$ cat config.mk
export PLATFORM = sky130hd
export DESIGN_NAME = res_mem_ctrl_flat
export DESIGN_NICKNAME = d
export VERILOG_FILES = /design/src/rtl/res_mem_ctrl_pkg.sv /design/src/rtl/res_mem_ctrl_if.sv /design/src/rtl/res_mem_ctrl.sv /design/src/flat_wrapper.sv
export SDC_FILE = /design/constraint.sdc
export NUM_CORES = 1
export LEC_CHECK = 0
export ABC_AREA = 0
export CAP_MARGIN = 20
export CELL_PAD_IN_SITES_DETAIL_PLACEMENT = 1
export CELL_PAD_IN_SITES_GLOBAL_PLACEMENT = 2
export CORE_MARGIN = 3
export CORE_UTILIZATION = 26
export DETAILED_ROUTE_END_ITERATION = 10
export GPL_TIMING_DRIVEN = 0
export PLACE_DENSITY = 0.95
export SLEW_MARGIN = 30
export SYNTH_ARGS = -nofsm -noshare
export SYNTH_HDL_FRONTEND = slang
export SYNTH_SLANG_ARGS = --single-unit
$ cat constraint.sdc
create_clock -name mc_clk -period 5.1 [get_ports mc_clk]
set_input_delay 0.51 -clock mc_clk [delete_from_list [all_inputs] [get_ports mc_clk]]
set_output_delay 0.51 -clock mc_clk [all_outputs]
set_load 0.02 [all_outputs]
$ cat src/rtl/res_mem_ctrl_pkg.sv
// Shared definitions for the FPU result collector: sizes, command codes and FSM states.
// Sizes are used as parameter defaults by the controller, the RAM and the bus interface.
package res_mem_pkg;

  localparam int DEPTH = 64;
  localparam int DW    = 32;
  localparam int AW    = $clog2(DEPTH);
  localparam int CW    = $clog2(DEPTH + 1);

  localparam logic [2:0] CMD_COLLECT = 3'b100;
  localparam logic [2:0] CMD_DRAIN   = 3'b010;
  localparam logic [2:0] CMD_ABORT   = 3'b001;
  localparam logic [2:0] CMD_NOP     = 3'b000;

  typedef enum logic [2:0] {
    ST_IDLE     = 3'd0,
    ST_COLLECT  = 3'd1,
    ST_RD_ISSUE = 3'd2,
    ST_RD_OUT   = 3'd3,
    ST_FINISH   = 3'd4
  } state_t;

  // A zero length means a full buffer.
  function automatic logic [CW-1:0] length_to_target(input logic [AW-1:0] len);
    return (len == '0) ? CW'(DEPTH) : CW'(len);
  endfunction

endpackage

$ cat src/rtl/res_mem_ctrl_if.sv
// Result-RAM port plus the drained-word stream (valid/ready) of the collector.
// master = controller side, slave = RAM / downstream side.
interface res_mem_ctrl_if #(
  parameter int AW = $clog2(res_mem_pkg::DEPTH),
  parameter int DW = res_mem_pkg::DW
);

  logic [AW-1:0] rc_mem_addr;
  logic          rc_mem_we;
  logic [DW-1:0] rc_mem_wdata;
  logic [DW-1:0] rc_mem_rdata;
  logic [DW-1:0] rc_data_out;
  logic          rc_out_valid;
  logic          rc_out_ready;

  modport master (
    output rc_mem_addr,
    output rc_mem_we,
    output rc_mem_wdata,
    output rc_data_out,
    output rc_out_valid,
    input  rc_mem_rdata,
    input  rc_out_ready
  );

  modport slave (
    input  rc_mem_addr,
    input  rc_mem_we,
    input  rc_mem_wdata,
    input  rc_data_out,
    input  rc_out_valid,
    output rc_mem_rdata,
    output rc_out_ready
  );

endinterface

$ cat src/rtl/res_mem_ctrl.sv
// Collects FPU results into an external RAM, then drains them as a valid/ready stream.
// Status outputs decode from the state register, so reset clears them asynchronously.
module res_mem_ctrl #(
  parameter int DEPTH = res_mem_pkg::DEPTH,
  parameter int DW    = res_mem_pkg::DW
) (
  input  logic                       mc_clk,
  input  logic                       mc_reset,
  input  logic [2:0]                 rc_cmd,
  input  logic [$clog2(DEPTH)-1:0]   rc_length,
  input  logic [DW-1:0]              fpu_result,
  input  logic                       fpu_valid,
  res_mem_ctrl_if.master             bus,
  output logic                       rc_done,
  output logic [$clog2(DEPTH+1)-1:0] rc_count,
  output logic                       rc_busy
);
  import res_mem_pkg::*;

  localparam int AW = $clog2(DEPTH);
  localparam int CW = $clog2(DEPTH + 1);

  state_t        state_reg, state_next;
  logic [CW-1:0] count_reg;
  logic [CW-1:0] target_reg;
  logic [AW-1:0] wr_ptr_reg;
  logic [AW-1:0] rd_ptr_reg;
  logic [DW-1:0] data_reg;
  logic          first_reg;

  logic          abort_cmd;
  logic          wr_fire;
  logic          last_write;
  logic          last_read;

  logic [AW-1:0] mem_addr;
  logic          mem_we;
  logic [DW-1:0] mem_wdata;
  logic          out_valid;

  assign abort_cmd  = (rc_cmd == CMD_ABORT);
  assign wr_fire    = (state_reg == ST_COLLECT) && fpu_valid && !abort_cmd;
  assign last_write = ((count_reg + CW'(1)) == target_reg);
  assign last_read  = ((CW'(rd_ptr_reg) + CW'(1)) == count_reg);

  always_ff @(posedge mc_clk or posedge mc_reset) begin
    if (mc_reset) begin
      state_reg <= ST_IDLE;
    end else begin
      state_reg <= state_next;
    end
  end

  always_comb begin
    state_next = state_reg;
    case (state_reg)
      ST_IDLE: begin
        if (rc_cmd == CMD_COLLECT) begin
          state_next = ST_COLLECT;
        end else if (rc_cmd == CMD_DRAIN) begin
          state_next = (count_reg == '0) ? ST_FINISH : ST_RD_ISSUE;
        end
      end
      ST_COLLECT: begin
        if (abort_cmd) begin
          state_next = ST_IDLE;
        end else if (fpu_valid && last_write) begin
          state_next = ST_FINISH;
        end
      end
      ST_RD_ISSUE: begin
        state_next = abort_cmd ? ST_IDLE : ST_RD_OUT;
      end
      ST_RD_OUT: begin
        if (abort_cmd) begin
          state_next = ST_IDLE;
        end else if (bus.rc_out_ready) begin
          state_next = last_read ? ST_FINISH : ST_RD_ISSUE;
        end
      end
      ST_FINISH: begin
        state_next = ST_IDLE;
      end
      default: begin
        state_next = ST_IDLE;
      end
    endcase
  end

  always_comb begin
    mem_addr  = '0;
    mem_we    = 1'b0;
    mem_wdata = '0;
    out_valid = 1'b0;
    rc_done   = 1'b0;
    rc_busy   = (state_reg != ST_IDLE);
    case (state_reg)
      ST_COLLECT: begin
        if (wr_fire) begin
          mem_we    = 1'b1;
          mem_addr  = wr_ptr_reg;
          mem_wdata = fpu_result;
        end
      end
      ST_RD_ISSUE: begin
        mem_addr = rd_ptr_reg;
      end
      ST_RD_OUT: begin
        out_valid = 1'b1;
      end
      ST_FINISH: begin
        rc_done = 1'b1;
      end
      default: begin
      end
    endcase
  end

  // Datapath registers. On the first RD_OUT cycle the RAM read port already
  // holds the word, so it is passed straight through and captured for any stall.
  always_ff @(posedge mc_clk or posedge mc_reset) begin
    if (mc_reset) begin
      count_reg  <= '0;
      target_reg <= CW'(DEPTH);
      wr_ptr_reg <= '0;
      rd_ptr_reg <= '0;
      data_reg   <= '0;
      first_reg  <= 1'b0;
    end else begin
      first_reg <= (state_reg == ST_RD_ISSUE) && (state_next == ST_RD_OUT);
      case (state_reg)
        ST_IDLE: begin
          if (rc_cmd == CMD_COLLECT) begin
            count_reg  <= '0;
            wr_ptr_reg <= '0;
            target_reg <= (rc_length == '0) ? CW'(DEPTH) : CW'(rc_length);
          end else if (rc_cmd == CMD_DRAIN) begin
            rd_ptr_reg <= '0;
          end
        end
        ST_COLLECT: begin
          if (wr_fire) begin
            wr_ptr_reg <= wr_ptr_reg + AW'(1);
            count_reg  <= count_reg + CW'(1);
          end
        end
        ST_RD_OUT: begin
          if (first_reg) begin
            data_reg <= bus.rc_mem_rdata;
          end
          if (bus.rc_out_ready && !abort_cmd) begin
            rd_ptr_reg <= rd_ptr_reg + AW'(1);
          end
        end
        default: begin
        end
      endcase
    end
  end

  assign bus.rc_mem_addr  = mem_addr;
  assign bus.rc_mem_we    = mem_we;
  assign bus.rc_mem_wdata = mem_wdata;
  assign bus.rc_out_valid = out_valid;
  assign bus.rc_data_out  = (state_reg == ST_RD_OUT && first_reg) ? bus.rc_mem_rdata : data_reg;
  assign rc_count         = count_reg;

endmodule

$ cat src/flat_wrapper.sv
// flat-port wrapper written by rule: the top's interface ports become plain ports
module res_mem_ctrl_flat import res_mem_pkg::*;
#(
  parameter int DEPTH = res_mem_pkg::DEPTH,
  parameter int DW    = res_mem_pkg::DW
)
  (mc_clk, mc_reset, rc_cmd, rc_length, fpu_result, fpu_valid, rc_done, rc_count, rc_busy, bus_rc_mem_addr, bus_rc_mem_we, bus_rc_mem_wdata, bus_rc_data_out, bus_rc_out_valid, bus_rc_mem_rdata, bus_rc_out_ready);
  res_mem_ctrl_if #(.DW(DW)) bus_i ();
  input  logic mc_clk;
  input  logic mc_reset;
  input  logic [2:0] rc_cmd;
  input  logic [$clog2(DEPTH)-1:0] rc_length;
  input  logic [DW-1:0] fpu_result;
  input  logic fpu_valid;
  output logic rc_done;
  output logic [$clog2(DEPTH+1)-1:0] rc_count;
  output logic rc_busy;
  output wire logic [$bits(bus_i.rc_mem_addr)-1:0] bus_rc_mem_addr;
  output wire logic [$bits(bus_i.rc_mem_we)-1:0] bus_rc_mem_we;
  output wire logic [$bits(bus_i.rc_mem_wdata)-1:0] bus_rc_mem_wdata;
  output wire logic [$bits(bus_i.rc_data_out)-1:0] bus_rc_data_out;
  output wire logic [$bits(bus_i.rc_out_valid)-1:0] bus_rc_out_valid;
  input wire logic [$bits(bus_i.rc_mem_rdata)-1:0] bus_rc_mem_rdata;
  input wire logic [$bits(bus_i.rc_out_ready)-1:0] bus_rc_out_ready;
  assign bus_rc_mem_addr = bus_i.rc_mem_addr;
  assign bus_rc_mem_we = bus_i.rc_mem_we;
  assign bus_rc_mem_wdata = bus_i.rc_mem_wdata;
  assign bus_rc_data_out = bus_i.rc_data_out;
  assign bus_rc_out_valid = bus_i.rc_out_valid;
  assign bus_i.rc_mem_rdata = bus_rc_mem_rdata;
  assign bus_i.rc_out_ready = bus_rc_out_ready;
  res_mem_ctrl #(.DEPTH(DEPTH), .DW(DW)) u_core (.mc_clk(mc_clk), .mc_reset(mc_reset), .rc_cmd(rc_cmd), .rc_length(rc_length), .fpu_result(fpu_result), .fpu_valid(fpu_valid), .bus(bus_i), .rc_done(rc_done), .rc_count(rc_count), .rc_busy(rc_busy));
endmodule
* Word level (Yosys, flattened, before mapping) *
Index checks and enable logic that the tools add are counted.

cells by class
  reductions and logical operators = 17
  add/subtract/negate cells = 4
  equal/unequal tests = 15
  multiplexer cells = 30

operator list
  kind                   number
  $mux W32               3
  $mux W6                6
  $pmux W6 S2            3
  $mux W3                8
  $mux W7                3
  $eq A7 B7 Y1           2
  $pmux W7 S2            1
  $add A6 B1 Y6 const B  2
  $eq A3 B2 Y1 const B   4
  $pmux W3 S4            1
  $ne A2 B1 Y1 const B   4
  $add A6 B1 Y7 const B  1
  $add A7 B1 Y7 const B  1
  $logic_not A7 Y1       1
  $eq A3 B1 Y1 const B   2
  $eq A3 B3 Y1 const B   2
  $logic_and A1 B1 Y1    6
  $logic_not A6 Y1       1
  $mux W1                4
  $reduce_and A2 Y1      2
  $reduce_and A4 Y1      1
  $reduce_bool A2 Y1     2
  $logic_not A3 Y1       1
  $reduce_and A3 Y1      1
  other kinds (4)        4

storage, ports and cells
  input port bits = 77
  flip-flop bits (word level) = 62
  logic and storage cells = 73
  output and inout bits = 81

* Depth between registers and ports, before layout *
Gate-level depths: netlist of the first run.

  word-level depth = 8
  gate-level depth with buffers = 8
  mapped depth without buffers = 7

* Least setup slack after synthesis of the first run *
Ideal clock, no wire load.

  path kind = register -> output
  start = register u_core.state_reg[1]
  end = output port bus_rc_mem_addr[0]
  data required time = 4590 ps
  arrival time = 1833 ps
  stages on the path, launching flop included = 8
  setup slack = 2757 ps
  buffers on the path = 2
  cell sequence = dfrtp_1 -> or3b_1 -> or3_4 -> inv_2 -> buf_6 -> buf_6 -> nand2_1 -> a21oi_1

on the way
  longest elaborated chain between the ends = 5
  elaborated cells on any way between the ends = 6
  classes of those cells = eq/ne (2); mux (2); reduce/logical (2)

ends and longest elaborated chain
  element                           line                                    text
  from (decl)                       res_mem_ctrl.sv:23                      state_t state_reg, state_next;
  from (signal assigned)            res_mem_ctrl.sv:50                      state_reg <= state_next;
  $eq A3 B1 Y1                      res_mem_ctrl.sv:42, res_mem_ctrl.sv:97
  $logic_and A1 B1 Y1 (2 in a row)  res_mem_ctrl.sv:42                      assign wr_fire = (state_reg == ST_COLLECT) && fpu_valid && !abort_cmd;
  $mux W6                           res_mem_ctrl.sv:99                      if (wr_fire) begin
  $pmux W6 S2 *                     res_mem_ctrl.sv:97                      case (state_reg)
  to (decl)                         flat_wrapper.sv:18                      output wire logic [$bits(bus_i.rc_mem_addr)-1:0] bus_rc_mem_addr;

Mark *: on every way between the ends. The rest lies on a longest branch, timed or not.

* Final worst setup path of the first run *
  start = input port rc_cmd[1]
  end = output port bus_rc_mem_addr[1]

on the way
  longest elaborated chain between the ends = 5

ends and longest elaborated chain
  element              line                text
  from (decl)          flat_wrapper.sv:11  input logic [2:0] rc_cmd;
  $eq A3 B1 Y1         res_mem_ctrl.sv:41  assign abort_cmd = (rc_cmd == CMD_ABORT);
  $logic_not A1 Y1     res_mem_ctrl.sv:42
  $logic_and A1 B1 Y1  res_mem_ctrl.sv:42
  $mux W6              res_mem_ctrl.sv:99
  $pmux W6 S2          res_mem_ctrl.sv:97

No other way between the ends.

==> results of run 1 <==
-- cell families after synthesis --
logic type,count (synthesis)
multiplexers,40
XOR/XNOR,20
flip-flops,62
adder cells (fa/ha/maj),4
AO/OA/AOI/OAI,44
buffers and inverters,27
AND/OR/NAND/NOR,113
-- placed cells by master, fill, tap and decap left out, types with 5 or more instances in the layout --
| cell type | n |
|---|---|
| a21oi_1 | 6 |
| o21ai_0 | 14 |
| nand2_1 | 17 |
| mux2_2 | 39 |
| dfrtp_1 | 61 |
| buf_2 | 7 |
| nand3_1 | 7 |
| and2_1 | 34 |
| xnor2_1 | 12 |
| nor2_1 | 16 |
| inv_1 | 6 |
| xor2_1 | 8 |
| nand2b_1 | 5 |
| nor3_1 | 5 |
| clkbuf_16 | 9 |
| nand4_1 | 6 |
| clkdlybuf4s50_1 | 157 |
-- cell usage after synthesis, types with 2 or more instances --
| cell type | count |
|---|---|
| ha_1 | 4 |
| nor3_1 | 5 |
| nand4_1 | 6 |
| nand2_1 | 17 |
| nand2b_1 | 5 |
| a22o_1 | 3 |
| or4_4 | 2 |
| a21oi_1 | 6 |
| a22oi_1 | 3 |
| nand3_1 | 7 |
| mux2_2 | 39 |
| buf_4 | 3 |
| xor2_1 | 8 |
| buf_6 | 4 |
| o31ai_1 | 4 |
| o21ai_0 | 14 |
| nor3b_1 | 3 |
| buf_2 | 7 |
| nor2_1 | 16 |
| and3_1 | 3 |
| inv_1 | 7 |
| xnor2_1 | 12 |
| clkbuf_2 | 3 |
| and2_1 | 34 |
| clkbuf_1 | 2 |
| dfrtp_1 | 61 |
-- layer usage --
metal  wire, microns  share of wire (%)  vias to the layer above  track usage (%)
li1                -                  -                     1419                -
met1            4560                 42                     1514             18.7
met2            5440                 50                      113             26.7
met3             879                8.0                        6             4.67
met4              63               0.58                        0             3.22
met5               0                  0                        -                0
-- power by group --
part | internal (mW) | switching [mW] | total (mW) | leakage, nW
logic | 0.703 | 0.690 | 1.39 | 1.33
registers | 0.690 | 0.119 | 0.809 | 0.765
clock network | 0.430 | 0.214 | 0.644 | 0.162
total | 1.82 | 1.02 | 2.85 | 2.26
-- per-stage QoR --
stage                     instances  worst slack [ps]  cell area, sq um  total power, mW
after floorplan                 310              2760              3380             1.59
after global placement          639              1730              5160             2.16
after detailed placement        640              1700              5190             2.22
after CTS                       656              1690              5510             2.88
after global routing            656              1570              5510             3.02
final                           656              1740              5510             2.85
-- final timing paths --
path / to / cells past startpoint / start / slack (ps)
min in group asynchronous: u_core.data_reg[18] / 2 / mc_reset / 510
worst min-delay path: u_core.data_reg[28] / 1 / u_core.data_reg[28] / 490
worst min register to register: u_core.data_reg[28] / 1 / u_core.data_reg[28] / 490
worst max-delay path: bus_rc_mem_addr[1] / 9 / rc_cmd[1] / 1740
max in group asynchronous: u_core.target_reg[6] / 3 / mc_reset / 4010
worst max register to register: u_core.target_reg[3] / 5 / u_core.state_reg[2] / 3010
-- area by class of cell --
class | instances | area share, %
timing repair buffer | 158 | 28.9
buffer | 19 | 2.27
tap | 172 | 3.91
multi-input combinational | 221 | 30.3
clock inverter | 3 | 0.727
inverter | 8 | 0.591
sequential | 62 | 28.2
clock buffer | 13 | 5.09
-- critical path, delay by kind of cell --
kind                   cells  cell delay [ps]
AOI/OAI and AO/OA          1              160
buffers and inverters      5             1590
and+or+nand+nor            3              570
==> out/qor.yml, run 1 <==
grt_pass1_wl_microns: 17800
drtIter0Drc: 175
arrival_ps: 2850
yosys.area.top_type: "dfrtp_1"
synth_compound_area_share_pct: 9.37
vias_per_cell: 4.65
drtAntennaViolNets: 0
synth-main-ff-cell: "dfrtp_1"
grt_pass1_vias: 3441
timing.clock.skew_ps: 9.79
cts_setup_buffers: 0
grtUsageTotal_pct: 15.3
drv_slew: 0
avgRoutedWirePerCell_microns: 16.7
grt_start_max_net_pins: 40
start_util_pct: 26.7
yosysTopAreaCellShare_pct: 45.2
slowest_delay_ps: 640
drc: 0
multi_input_area_sq_um: 1670
cts_hold_repair.buffers: 0
synth_adder_area_share_pct: 1.48
yosys.area_share.simple_pct: 20.1
synth.area.mux_share_pct: 13.3
drive_gt1_share_pct: 18.0
hold_class: "reg -> reg"
async_flop_share_pct: 100
tightest_slew_ps: 632
setup.worst_path.end_class: "output pin"
yosysSeqAreaShare_pct: 46.0
postRouteWirelength_microns: 10900
nets: 560
globalRouteOverflowTotal: 0
syn_inst: 310
final_util_pct: 43.5
syn2layout_area_growth_pct: 63.1
antenna_found_initial: 0
hpwl_microns: 8560
num_vias: 3052
cts_buffers: 9
crit_required_ps: 4590
ioPinCount: 158
place_congestion: 0.828
ir_drop_uv: 157
synth_edf_count: 0
num_rows: 41
cp_slowest_cell: "clkdlybuf4s50_1"
fin_setup_tns_ps: 0
status: "finished clean"
core_area_sq_um: 12700
clkTransAtPathRegs_ps: 50
synth.distinct_cells: 58
fp.dieH_microns: 120
max_freq_mhz: 298
portBuffers: 157
finalSetupViolCount: 0
syn_area_per_cell_sq_um: 10.9
rsz0062_at_grt: "false"
cts_root_buf: "clkbuf_16"
synth.area.top_cells: "dfrtp_1 (45%), mux2_2 (13%), and2_1 (6.3%)"
worstSkewPairLatency_ps: 330
criticalPathCategory: "in -> out"
maxSlewHeadroom_pct: 57.7
min_period_over_period_pct: 65.8
synth_top_family_by_area: "simple AND/OR/NAND/NOR gates"
fillers: 1422
cts_sinks: 62
leakage_nw: 2.26
critPathMaxFanout: 10
cts.repair.resized: 0
cap_viol_max_count: 0
largest_register_ffs: 32
first_pass_iters: 4
ys_seq_elements: 62
regArea_sq_um: 1550
period_needed_ps: 3360
hold_viol_final: 0
crit_chain: "clkdlybuf4s50_1, nor3b_1, or3_4, inv_2, buf_6, buf_6, nand2_1, a21oi_1, clkdlybuf4s50_1"
syn-num-nets: 391
cp-start-kind: "primary input"
chipWidth_microns: 120
htreeDepth: 3
cts.path.max_buffers: 2
synth.cell_area_sq_um: 3380
synth.yosys.warnings: 0
synthXorXnorAreaFrac_pct: 5.19
hold-worst-slack_ps: 491
powerDensity_nw_per_um2: 517
design.die.area_sq_um: 14400
antenna_cells: 0
cts_tree: "yes"
Power figures use the tool's default switching activity.
==> inputs of run 2 (changes only) <==
Settings changed: CORE_UTILIZATION 26 to 24, PLACE_DENSITY 0.95 to 0.89.
Clock period 5.1 ns to 3.4 ns, I/O delays scaled along.
==> out/qor.yml, run 2 (synthesized netlist as in run 1, its figures left out) <==
ir_drop_uv: 336  # was 157 uV
maxSlewHeadroom_pct: 56.1  # was 57.7%
timing.rr.end: "u_core.state_reg[1]"  # was u_core.target_reg[3]
min_period_over_period_pct: 92.8
power_mw: 4.16  # was 2.85 mW
drtAntennaViolNets: 0  # unchanged
grt_pass1_vias: 3255  # was 3,441
rsz0062_at_grt: "false"  # unchanged
start_util_pct: 25.0  # was 26.7%
max_freq_mhz: 317
chipWidth_microns: 125  # was 120 microns
drtIter0Drc: 84  # was 175
hold_viol_final: 0  # unchanged
vias_per_cell: 4.61  # was 4.65
clkTransAtPathRegs_ps: 60  # was 50 ps
cts.path.max_buffers: 2  # unchanged
period_needed_ps: 3150
num_rows: 42  # was 41
tightest_slew_ps: 656  # was 632 ps
cts_buffers: 9  # unchanged
criticalPathCategory: "reg -> out"  # was in -> out
fp.dieH_microns: 125  # was 120 microns
cts_sinks: 62  # unchanged
drc: 0  # unchanged
cts.repair.resized: 0  # unchanged
fillers: 1517  # was 1,422
endpoint: "bus_rc_mem_addr[0]"  # was bus_rc_mem_addr[1]
fin_setup_tns_ps: 0  # unchanged
drive_gt1_share_pct: 18.0  # unchanged
r2r-start: "u_core.rc_count[0]"  # was u_core.state_reg[2]
nets: 560  # unchanged
portBuffers: 157  # unchanged
worstSkewPairLatency_ps: 330  # about the same
antenna_cells: 0  # unchanged
cp-start-kind: "register"  # was primary input
cts_setup_buffers: 0  # unchanged
cts_root_buf: "clkbuf_16"  # unchanged
largest_register_ffs: 32  # unchanged
core_area_sq_um: 13500  # was 12,700 sq um
powerDensity_nw_per_um2: 761  # was 517 nW/um^2
ioPinCount: 158  # unchanged
arrival_ps: 2810  # was 2850 ps
drv_slew: 0  # unchanged
grt_start_max_net_pins: 44  # was 40
setup.worst_path.end_class: "output pin"  # unchanged
avgRoutedWirePerCell_microns: 16.8  # was 16.7 microns
status: "finished clean"  # unchanged
antenna_found_initial: 0  # unchanged
cts_hold_repair.buffers: 0  # unchanged
globalRouteOverflowTotal: 0  # unchanged
place_congestion: 0.858  # was 0.828
hpwl_microns: 8860  # was 8560 microns
hold_class: "in -> async"  # was reg -> reg
fin_cells: 660  # was 656
postRouteWirelength_microns: 11100  # was 10,900 microns
dpl.cell_count: 644  # was 640
reg2regPathDepth: 8  # was 5
r2r_slack_ps: 1190  # was 3010 ps
timing.clock.skew_ps: 4.47  # was 9.79 ps
grt_pass1_wl_microns: 17800  # about the same
finalSetupViolCount: 0  # unchanged
final_cell_mix: "clkdlybuf4s50_1 (157), dfrtp_1 (61), mux2_2 (39), and2_1 (34), nand2_1 (17)"  # unchanged
critPathMaxFanout: 10  # unchanged
grtUsageTotal_pct: 14.3  # was 15.3%
cts_tree: "yes"  # unchanged
htreeDepth: 3  # unchanged
leakage_nw: 2.23  # was 2.26 nW
first_pass_iters: 4  # unchanged
syn2layout_area_growth_pct: 61.9  # was 63.1%
num_vias: 3040  # was 3,052
layout_commonest_cell: "clkdlybuf4s50_1"  # unchanged
design.die.area_sq_um: 15500  # was 14,400 sq um
startpoint: "u_core.state_reg[1]"  # was rc_cmd[1]
crit_required_ps: 3060  # was 4590 ps
cap_viol_max_count: 0  # unchanged
==> run 2: how the worst min path moves through the flow <==
stage,startpoint,to,slack [ps]
finish,mc_reset,u_core.data_reg[29],310
global route,mc_reset,u_core.data_reg[25],350
CTS,mc_reset,u_core.data_reg[27],310
detailed placement,u_core.data_reg[11],u_core.data_reg[11],480
global placement,u_core.data_reg[17],u_core.data_reg[17],480
floorplan,bus_rc_out_ready,u_core.state_reg[0],470
==> run 2: layout make-up <==
| cell class | count | area, sq um | share of cell area [%] |
|---|---|---|---|
| buffer | 19 | 125 | 2.29 |
| sequential | 62 | 1550 | 28.4 |
| multi-input combinational | 221 | 1670 | 30.5 |
| clock inverter | 7 | 50.0 | 0.916 |
| inverter | 8 | 32.5 | 0.595 |
| tap | 176 | 220 | 4.03 |
| clock buffer | 9 | 225 | 4.12 |
| timing repair buffer | 158 | 1590 | 29.1 |
==> run 2: report_power, final <==
group / switching (mW) / internal (mW) / leakage, nW / total (mW)
clock: 0.350 / 0.494 / 0.128 / 0.844
combinational: 1.05 / 1.05 / 1.33 / 2.10
sequential: 0.180 / 1.04 / 0.765 / 1.22
total: 1.58 / 2.58 / 2.23 / 4.16
==> run 2: layer usage <==
| metal | vias up | track usage, % | share of wire, % |
|---|---|---|---|
| met5 | - | 0 | 0 |
| met4 | 0 | 5.09 | 1.9 |
| met3 | 15 | 3.39 | 7.1 |
| met2 | 123 | 25.0 | 50 |
| met1 | 1478 | 17.1 | 41 |
| li1 | 1424 | - | - |
==> run 2: per-stage QoR <==
step	util, %	setup WS (ps)	hold slack, ps	instance area (sq um)
final	40.5	246	307	5470
after global routing	40.5	50.6	349	5470
after CTS	40.5	181	312	5470
after detailed placement	38.4	350	483	5190
after global placement	38.3	391	478	5170
after floorplan	-	1230	474	3380
==> run 2: worst max-delay path, stage by stage, from the launching register on <==
cell,delay (ps)
dfrtp_1,420
or3b_1,440
or3_4,360
inv_2,90
buf_6,150
buf_6,160
nand2_1,60
a21oi_1,150
clkdlybuf4s50_1,670
==> inputs of run 3 (changes only) <==
Settings changed: RECOVER_POWER from default to 25.
==> out/qor.yml, run 3 (synthesized netlist as in run 1, its figures left out) <==
status: "finished clean"  # unchanged
htreeDepth: 3  # unchanged
place_ws_ps: 350  # unchanged
drtAntennaViolNets: 0  # unchanged
finalSetupViolCount: 0  # unchanged
design.die.area_sq_um: 15500  # unchanged
power.share.sequential_pct: 29.3  # was 29.2%
cts.path.max_buffers: 2  # unchanged
timing.final.ws_setup_ps: 247  # was 246 ps
cts_hold_repair.buffers: 0  # unchanged
switchingPower_mw: 1.58  # about the same
cap_viol_max_count: 0  # unchanged
portBuffers: 157  # unchanged
first_pass_iters: 4  # unchanged
start_util_pct: 25.0  # unchanged
swShare_pct: 37.9  # about the same
vias_per_cell: 4.59  # was 4.61
grt_pass1_wl_microns: 17800  # unchanged
maxSlewHeadroom_pct: 27.5  # was 56.1%
tightest_slew_ps: 1090  # was 656 ps
cp-start-kind: "register"  # unchanged
layout_commonest_cell: "clkdlybuf4s50_1"  # unchanged
setup.worst_path.end_class: "output pin"  # unchanged
clkTransAtPathRegs_ps: 60  # about the same
intPower_mw: 2.58  # about the same
cts.repair.resized: 0  # unchanged
powerDensity_nw_per_um2: 762  # was 761 nW/um^2
ioPinCount: 158  # unchanged
nets: 560  # unchanged
place_congestion: 0.858  # unchanged
timing.clock.skew_ps: 4.73  # was 4.47 ps
num_vias: 3029  # was 3,040
antenna_found_initial: 0  # unchanged
final_cell_mix: "clkdlybuf4s50_1 (156), dfrtp_1 (61), mux2_2 (39), and2_1 (34), nand2_1 (17)"  # was clkdlybuf4s50_1 (157), dfrtp_1 (61), mux2_2 (39), and2_1 (34), nand2_1 (17)
num_rows: 42  # unchanged
drtIter0Drc: 95  # was 84
globalRouteOverflowTotal: 0  # unchanged
fp.dieH_microns: 125  # unchanged
rsz0062_at_grt: "false"  # unchanged
cts_tree: "yes"  # unchanged
max_freq_mhz: 317  # about the same
drv_slew: 0  # unchanged
grtUsageTotal_pct: 14.3  # unchanged
syn2layout_area_growth_pct: 61.4  # was 61.9%
fin_setup_tns_ps: 0  # unchanged
period_needed_ps: 3150  # about the same
critPathMaxFanout: 10  # unchanged
cts_sinks: 62  # unchanged
multi_input_area_sq_um: 1670  # unchanged
chipWidth_microns: 125  # unchanged
fillers: 1517  # unchanged
leakage_nw: 2.22  # was 2.23 nW
hpwl_microns: 8860  # unchanged
core_area_sq_um: 13500  # unchanged
drc: 0  # unchanged
cts_root_buf: "clkbuf_16"  # unchanged
antenna_cells: 0  # unchanged
worstSkewPairLatency_ps: 330  # about the same
criticalPathCategory: "reg -> out"  # unchanged
crit_required_ps: 3060  # about the same
avgRoutedWirePerCell_microns: 16.8  # about the same
p_clk_share_pct: 20.3  # about the same
largest_register_ffs: 32  # unchanged
min_period_over_period_pct: 92.7  # was 92.8%
grt_start_max_net_pins: 44  # unchanged
regArea_sq_um: 1550  # unchanged
drive_gt1_share_pct: 18.0  # unchanged
cts_setup_buffers: 0  # unchanged
power_frac_comb_pct: 50.5  # about the same
hold-worst-slack_ps: 494  # was 307 ps
arrival_ps: 2810  # about the same
grt_pass1_vias: 3255  # unchanged
postRouteWirelength_microns: 11100  # about the same
hold_class: "reg -> reg"  # was in -> async
ir_drop_uv: 335  # was 336 uV
hold_viol_final: 0  # unchanged
cts_buffers: 9  # unchanged
[run 3: cell types whose count changed in the layout (fill, tap and decap cells not counted)]
cell             delta
inv_4               -1
dlygate4sd3_1       +1
buf_12              -1
clkdlybuf4s50_1     -1
clkinvlp_2          +1
clkbuf_2            +1
[run 3: worst max-delay path, cell delays in order, from the launching register on]
cell             delay, ps
dfrtp_1                420
or3b_1                 440
or3_4                  360
inv_2                   90
buf_6                  150
buf_6                  160
nand2_1                 60
a21oi_1                150
clkdlybuf4s50_1        670
[run 3: power by group through the flow]
stage | logic (mW) | registers [mW] | clock network [mW]
final | 2.10 | 1.22 | 0.843
after global routing | 2.26 | 1.26 | 0.900
after CTS | 2.14 | 1.22 | 0.864
after global placement | 2.07 | 1.21 | 0
after floorplan | 1.20 | 1.18 | 0
after detailed placement | 2.12 | 1.23 | 0
[run 3: per-stage QoR]
| step | cell area (sq um) | cells | utilization (%) | power (mW) |
|---|---|---|---|---|
| 2_1_floorplan | 3380 | 310 | - | 2.39 |
| 3_3_place_gp | 5170 | 643 | 38.3 | 3.27 |
| 3_5_place_dp | 5190 | 644 | 38.4 | 3.36 |
| 4_1_cts | 5470 | 660 | 40.5 | 4.22 |
| 5_1_grt | 5450 | 660 | 40.4 | 4.42 |
| 6_report | 5450 | 660 | 40.4 | 4.16 |
[run 3: area by class of cell]
| class | count | share of cell area, % |
|---|---|---|
| buffer | 19 | 2.30 |
| inverter | 8 | 0.574 |
| multi-input combinational | 221 | 30.6 |
| tap | 176 | 4.04 |
| timing repair buffer | 158 | 28.9 |
| clock buffer | 9 | 4.13 |
| clock inverter | 7 | 0.918 |
| sequential | 62 | 28.5 |
[run 3: layer usage]
metal | wire length, microns | GRT usage, % | up-vias
met3 | 698 | 3.39 | 15
li1 | - | - | 1426
met2 | 5560 | 25.0 | 119
met5 | 0 | 0 | -
met1 | 4600 | 17.1 | 1469
met4 | 207 | 5.09 | 0
[run 3: worst paths after layout]
path,start,to,slack [ps],depth (start not counted)
setup / recovery,u_core.state_reg[1],bus_rc_mem_addr[0],250,8
hold / removal,u_core.data_reg[11],u_core.data_reg[11],490,1
setup reg to reg,u_core.rc_count[0],u_core.state_reg[1],1190,8
hold reg to reg,u_core.data_reg[11],u_core.data_reg[11],490,1
max in group asynchronous,mc_reset,u_core.rc_count[6],1290,3
min in group asynchronous,mc_reset,u_core.data_reg[29],600,2
